**src/rtl/riscv_4bit_ctrl_fsm.sv**
```systemverilog
// Multicycle control sequencer for the 4-bit RISC-V-style core.
// Steps fetch/decode/execute/write-back and counts retired instructions.
module riscv_4bit_ctrl_fsm #(
  parameter int MAX_INSTR = 15
) (
  input  logic       clk,
  input  logic       reset,
  input  logic       start,
  input  logic [1:0] op,
  input  logic       zero,
  input  logic       imem_ready,
  output logic       imem_req,
  output logic       ir_we,
  output logic       alu_src,
  output logic       alu_sub,
  output logic       rf_we,
  output logic       pc_we,
  output logic       pc_src,
  output logic       busy,
  output logic       done,
  output logic [2:0] state,
  output logic [3:0] retired
);

  localparam logic [2:0] S_IDLE   = 3'd0;
  localparam logic [2:0] S_FETCH  = 3'd1;
  localparam logic [2:0] S_DECODE = 3'd2;
  localparam logic [2:0] S_EXEC   = 3'd3;
  localparam logic [2:0] S_WB     = 3'd4;
  localparam logic [2:0] S_HALT   = 3'd5;

  localparam logic [31:0] LIM = 32'(MAX_INSTR);

  logic [2:0] state_q, state_d;
  logic [3:0] retired_q;
  logic [3:0] ret_inc;
  logic       done_q;
  logic       retire;
  logic       at_limit;

  assign ret_inc  = retired_q + 4'd1;
  assign at_limit = (LIM != 32'd0) && ({28'd0, ret_inc} == LIM);

  always_comb begin
    state_d  = state_q;
    retire   = 1'b0;
    imem_req = 1'b0;
    ir_we    = 1'b0;
    alu_src  = 1'b0;
    alu_sub  = 1'b0;
    rf_we    = 1'b0;
    pc_we    = 1'b0;
    pc_src   = 1'b0;
    case (state_q)
      S_IDLE: begin
        if (start) state_d = S_FETCH;
      end
      S_FETCH: begin
        imem_req = 1'b1;
        if (imem_ready) begin
          ir_we   = 1'b1;
          state_d = S_DECODE;
        end
      end
      S_DECODE: begin
        state_d = (op == 2'b11) ? S_HALT : S_EXEC;
      end
      S_EXEC: begin
        if (op == 2'b10) begin
          alu_sub = 1'b1;
          pc_we   = 1'b1;
          pc_src  = zero;
          retire  = 1'b1;
        end else begin
          alu_src = op[0];
          state_d = S_WB;
        end
      end
      S_WB: begin
        rf_we  = 1'b1;
        pc_we  = 1'b1;
        retire = 1'b1;
      end
      S_HALT: ;
      default: state_d = S_IDLE;
    endcase
    if (retire) state_d = at_limit ? S_HALT : S_FETCH;
    // reset wins: no strobe may act on the reset edge
    if (reset) begin
      imem_req = 1'b0;
      ir_we    = 1'b0;
      alu_src  = 1'b0;
      alu_sub  = 1'b0;
      rf_we    = 1'b0;
      pc_we    = 1'b0;
      pc_src   = 1'b0;
    end
  end

  always_ff @(posedge clk) begin
    if (reset) begin
      state_q   <= S_IDLE;
      retired_q <= 4'd0;
      done_q    <= 1'b0;
    end else begin
      state_q <= state_d;
      done_q  <= (state_d == S_HALT);
      if (retire) retired_q <= ret_inc;
    end
  end

  assign busy    = (state_q != S_IDLE) && (state_q != S_HALT);
  assign done    = done_q;
  assign state   = state_q;
  assign retired = retired_q;

endmodule

```
**config.mk**
```make
export PLATFORM = sky130hd
export DESIGN_NAME = riscv_4bit_ctrl_fsm
export DESIGN_NICKNAME = d
export VERILOG_FILES = /design/src/rtl/riscv_4bit_ctrl_fsm.sv
export SDC_FILE = /design/constraint.sdc
export NUM_CORES = 1
export LEC_CHECK = 0
export BUFFER_PORTS_ARGS = -buffer_cell sky130_fd_sc_hd__buf_2
export CORE_AREA = 2 2 39 41
export DETAILED_ROUTE_END_ITERATION = 6
export DIE_AREA = 0 0 41 43
export HOLD_SLACK_MARGIN = 0.03
export PLACE_DENSITY = 0.69
export SLEW_MARGIN = 20
export SYNTH_ARGS = -nofsm -noshare
export SYNTH_HDL_FRONTEND = slang
export SYNTH_SLANG_ARGS = --single-unit
```
**constraint.sdc**
```tcl
create_clock -name clk -period 2 [get_ports clk]
set_clock_uncertainty 0.15 [all_clocks]
set_input_delay 0.4 -clock clk [delete_from_list [all_inputs] [get_ports clk]]
set_output_delay 0.4 -clock clk [all_outputs]
set_load 0.05 [all_outputs]
```
==> impl_metrics.yaml, run 1 <==
status:
  status: "finished, final reports clean"
cts:
  htree_levels: 1
  clock_latency_ns: 0.26
  cts_root_buf: "clkbuf_4"
  cts_inserted_buffers: 3
  cts_tree: "yes"
  cts_sinks: 8
  clk_pin_slew_ns: 0.05
  cts_buffer_depth: 2
global_routing:
  antenna_found_initial: 0
  grt_max_degree: 14
  grt_pass1_wl_um: 1880
  grt_pass1_vias: 451
  grt.total_usage_pct: 16.2
  globalRouteOverflowTotal: 0
cells_and_area:
  layout-drive-gt1-share_pct: 46.2
  final_cell_mix: "buf_2 (20), buf_4 (7), nor2_1 (5), dfxtp_1 (5)"
  nNetsFinal: 102
  final_common_cell: "buf_2"
  fill_cells: 137
  antenna_cells: 0
  syn_to_final_growth_pct: 44.3
  design_area_um2: 771
timing:
  setup_tns_ns: 0
  post-route-period-util_pct: 96.0
  finalHoldViolCount: 0
  period_minus_slack_ns: 1.92
  relSlewSlack_pct: 80.3
  slew_violations: 0
  rsz0062_at_grt: "no"
  whs_ns: 0.348
  setup-violations-final: 0
  worst_pin_slew_ns: 0.296
  fmaxAchievable_mhz: 521
yosys:
  yosys_warnings: 0
  synth-seq-cells: 8
  ys.flop_type: "dfxtp_1"
  synth_fa_ha_area_share_pct: 4.68
  synth-async-reset-ratio_pct: 0
  synthXorXnorAreaFrac_pct: 4.92
  ys_types: 29
  syn-num-nets: 73
  netlist_area_um2: 534
  synth_top_cell_area_share_pct: 30.0
  yosysTopAreaCell: "dfxtp_1"
  synth.mux.area_fraction_pct: 2.81
  synth-simple-area-share_pct: 35.4
  syn_avg_cell_area_um2: 8.35
  synth_cells: 64
  synth_edf_count: 0
  synth_area_leaders: "dfxtp_1 (30%), ha_1 (4.7%), nor2b_1 (4.7%)"
  synth_top_family_by_area: "simple AND/OR/NAND/NOR gates"
  yosysSeqAreaShare_pct: 30.0
  synth-compound-area-share_pct: 18.3
power:
  p_leak_nw: 0.377
  ir_drop_mv: 0.246
  power.density_nw_per_um2: 542
floorplanning:
  die-width_um: 41
  initial_core_util_pct: 38.6
  die_y_um: 43
  die_area_um2: 1760
  pin_count: 23
  fp-row-count: 14
  core_um2: 1380
placed_design:
  place_congestion: 0.661
  dp_hpwl_um: 914
  dpl_cell_area_um2: 716
  portBuffers: 22
detailed_routing:
  antenna_left: 0
  drt_iter0_markers: 8
  drtPass1Iterations: 4
  drc: 0
  wirelength_um: 1200
  viasPerCell: 5.02
  wl_per_cell_um: 11.2
  vias: 537
hold_path:
  hold_path_class: "primary input to register"
setup_path:
  crit_arrival_ns: 1.37
  worstPathMaxFanout: 9
  setup.worst_path.class: "register to primary output"
  endpoint_kind: "primary output"
  start_kind: "register"
  required_ns: 1.45
run:
  maxCapViolations: 0
## final timing paths
path                      startpoint                      end  slack [ns]  cells after the start
min                            reset      state[0]$_SDFF_PP0_        0.35                      2
max reg2reg      state[1]$_SDFF_PP0_  retired[3]$_SDFFE_PP0N_        0.38                      5
min reg2reg  retired[1]$_SDFFE_PP0N_  retired[1]$_SDFFE_PP0N_        0.43                      2
max              state[1]$_SDFF_PP0_                    pc_we        0.08                      4
## final cells by class
| cell class | count | area, µm² | area share (%) |
|---|---|---|---|
| Sequential cell | 8 | 171 | 22.2 |
| Tap cell | 16 | 20.0 | 2.60 |
| Inverter | 2 | 7.51 | 0.974 |
| Timing Repair Buffer | 27 | 153 | 19.8 |
| Clock buffer | 3 | 22.5 | 2.92 |
| Multi-Input combinational cell | 51 | 397 | 51.5 |
## stage by stage
stage               setup slack (ns)  util [%]  cells  total power [mW]
global route                  0.0180      55.7    107             0.444
global placement               0.119      51.7    101             0.288
CTS                           0.0335      53.7    104             0.415
finish                        0.0806      55.7    107             0.418
floorplan                    -0.0248         -     64             0.262
detailed placement             0.106      51.7    101             0.289
## critical path, stage by stage (launching register included)
cell and delay [ns]:
dfxtp_4 0.37, nand2b_2 0.22, o22ai_4 0.14, and2b_4 0.18, buf_4 0.19
## logic make-up after synthesis
group	count (synthesis)
buf+inv	5
mux	1
simple gates	32
flops	8
xor+xnor	3
fa+ha+maj	2
compound gates	13
## cell usage after synthesis, types with 2 or more instances
library cell  count
a31o_1            2
nor2b_1           4
o21ai_0           4
nand2b_1          3
ha_1              2
dfxtp_1           8
a21oi_1           3
and2b_1           2
buf_2             2
nand3b_1          2
inv_1             2
nor2_1            5
xnor2_1           2
nand2_1           4
nand3_1           2
nor3_1            3
and2_1            2
## layer usage
metal	global-route usage [%]	part of all wire, %	vias up
li1	-	-	281
met1	20.9	44	232
met2	21.9	45	20
met3	4.71	7.7	4
met4	12.0	2.5	0
met5	0	0	-
## registers in the layout, indices dropped and copies added (netlist names)
signal and flops:
state 3, done 1, retired 4
## power breakdown
part / switching [mW] / internal [mW] / leakage, nW
logic: 0.0788 / 0.0413 / 0.296
registers: 0.00986 / 0.164 / 0.0670
clock network: 0.0548 / 0.0686 / 0.0138
## repair_timing
action / in CTS / in global routing
hold buffers: 0 / 0
buffers inserted: 0 / 3
gates resized for setup: 2 / 2
setup endpoints to repair: 2 / 2
No activity file was read; power rests on OpenSTA's default activity.
==> run 2, diff against run 1 <==
--- a/config.mk
+++ b/config.mk
@@ -6,11 +6,13 @@
 export NUM_CORES = 1
 export LEC_CHECK = 0
 export BUFFER_PORTS_ARGS = -buffer_cell sky130_fd_sc_hd__buf_2
-export CORE_AREA = 2 2 39 41
+export CELL_PAD_IN_SITES_DETAIL_PLACEMENT = 1
+export CELL_PAD_IN_SITES_GLOBAL_PLACEMENT = 1
+export CORE_MARGIN = 3
+export CORE_UTILIZATION = 31
 export DETAILED_ROUTE_END_ITERATION = 6
-export DIE_AREA = 0 0 41 43
 export HOLD_SLACK_MARGIN = 0.03
-export PLACE_DENSITY = 0.69
+export PLACE_DENSITY_LB_ADDON = 0.1
 export SLEW_MARGIN = 20
 export SYNTH_ARGS = -nofsm -noshare
 export SYNTH_HDL_FRONTEND = slang
==> run 2 against run 1 <==
Via count increased by 3.0%. Cell count decreased by 0.93%. Critical path depth unchanged. Fmax decreased by 0.16%. Non-clock buffer count decreased by 1. Largest cell class unchanged. Critical endpoint unchanged. Hold slack got worse by 0.0028 ns. Combinational power about the same. Die area increased by 28%. Setup slack got worse by 0.0031 ns.
==> impl_metrics.yaml, run 2 (same netlist as run 1, synthesis figures left out) <==
cells_and_area:
  syn_to_final_growth_pct: 42.4
  fill_cells: 204
  final_cell_mix: "buf_2 (20), buf_4 (6), nor2_1 (5), dfxtp_1 (5)"
  antenna_cells: 0
  final_common_cell: "buf_2"
  multi_input_area_um2: 397
  design_area_um2: 761
  seq_area_um2: 169
  nNetsFinal: 101
  final_cells: 106
  layout-drive-gt1-share_pct: 45.6
  largest_reg_flops: 4
detailed_routing:
  drc: 0
  viasPerCell: 5.22
  drt_iter0_markers: 2
  wl_per_cell_um: 12.1
  wirelength_um: 1280
  drtPass1Iterations: 2
  vias: 553
  antenna_left: 0
setup_path:
  required_ns: 1.45
  setup.worst_path.class: "register to primary output"
  crit_arrival_ns: 1.37
  start_kind: "register"
  rr_worst_depth: 5
  endpoint_kind: "primary output"
  worstPathMaxFanout: 9
global_routing:
  grt_pass1_wl_um: 2050
  grt.total_usage_pct: 13.3
  globalRouteOverflowTotal: 0
  antenna_found_initial: 0
  grt_pass1_vias: 456
  grt_max_degree: 14
timing:
  finalHoldViolCount: 0
  slew_violations: 0
  fmaxAchievable_mhz: 520
  whs_ns: 0.345
  worst_pin_slew_ns: 0.299
  setup_tns_ns: 0
  relSlewSlack_pct: 80.0
  rsz0062_at_grt: "no"
  post-route-period-util_pct: 96.1
  period_minus_slack_ns: 1.92
  setup-violations-final: 0
  fin_ws_ns: 0.0775
status:
  status: "finished, final reports clean"
cts:
  htree_levels: 1
  cts_inserted_buffers: 3
  cts_sinks: 8
  cts_tree: "yes"
  clock_latency_ns: 0.26
  clk_pin_slew_ns: 0.05
  cts_buffer_depth: 2
  hold_buffers: 0
  cts_root_buf: "clkbuf_4"
placed_design:
  portBuffers: 22
  dpl_cell_area_um2: 716
  dp_slack_ns: 0.101
  dp_hpwl_um: 1040
  place_congestion: 0.673
  dp.cells: 101
floorplanning:
  die_y_um: 47.5
  fp-row-count: 14
  pin_count: 23
  initial_core_util_pct: 34.3
  die-width_um: 47.5
  die_area_um2: 2260
  core_um2: 1560
power:
  ir_drop_mv: 0.356
  p_leak_nw: 0.372
  power.density_nw_per_um2: 545
hold_path:
  min_path_cells: 2
  hold_path_class: "primary input to register"
run:
  maxCapViolations: 0
-- run 2: cell count changes in the layout (fill, tap and decap cells not counted) --
cell,previous run,this run
buf_4,7,6
dfxtp_4,3,2
dfxtp_2,0,1
-- run 2: critical path, stage by stage (launching register included) --
cell      delay [ns]
dfxtp_4         0.37
nand2b_2        0.23
o22ai_4         0.15
and2b_4         0.18
buf_4           0.19
-- run 2: area by class of cell --
| type | count | share of cell area (%) |
|---|---|---|
| multi-input combinational | 51 | 52.1 |
| sequential | 8 | 22.2 |
| timing repair buffer | 26 | 19.1 |
| clock buffer | 3 | 2.96 |
| tap | 16 | 2.63 |
| inverter | 2 | 0.987 |
-- run 2: repair_timing --
| action | CTS | global route |
|---|---|---|
| buffers inserted | 0 | 2 |
| pin swaps | 0 | 0 |
| cloned | 0 | 0 |
| endpoints found under the setup margin | 2 | 2 |
| resized for setup | 2 | 1 |
| hold endpoints to repair | 0 | 0 |
-- run 2: path summary, 6_finish.rpt --
check                     startpoint                       to  slack [ns]
min                            reset  retired[0]$_SDFFE_PP0N_        0.35
min reg2reg  retired[1]$_SDFFE_PP0N_  retired[1]$_SDFFE_PP0N_        0.44
max              state[1]$_SDFF_PP0_                    pc_we        0.08
max reg2reg      state[1]$_SDFF_PP0_  retired[3]$_SDFFE_PP0N_        0.38
-- run 2: through the flow --
stage,utilization (%),power [mW]
floorplan,-,0.262
global placement,45.9,0.289
global route,48.8,0.439
detailed placement,45.9,0.290
finish,48.8,0.415
CTS,47.7,0.413
-- run 2: power by group --
group	total [mW]	switching [mW]	internal, mW
Combinational	0.117	0.0782	0.0386
Clock	0.123	0.0540	0.0686
Sequential	0.175	0.0100	0.165
-- run 2: layer usage --
layer  wire length (µm)  share of wire [%]  up-vias  global-route usage (%)
met1                613                 48      243                    17.5
li1                   -                  -      285                       -
met4                 26                2.0        0                    8.29
met2                549                 43       19                    19.3
met3                 94                7.3        6                    3.38
met5                  0                  0        -                       0
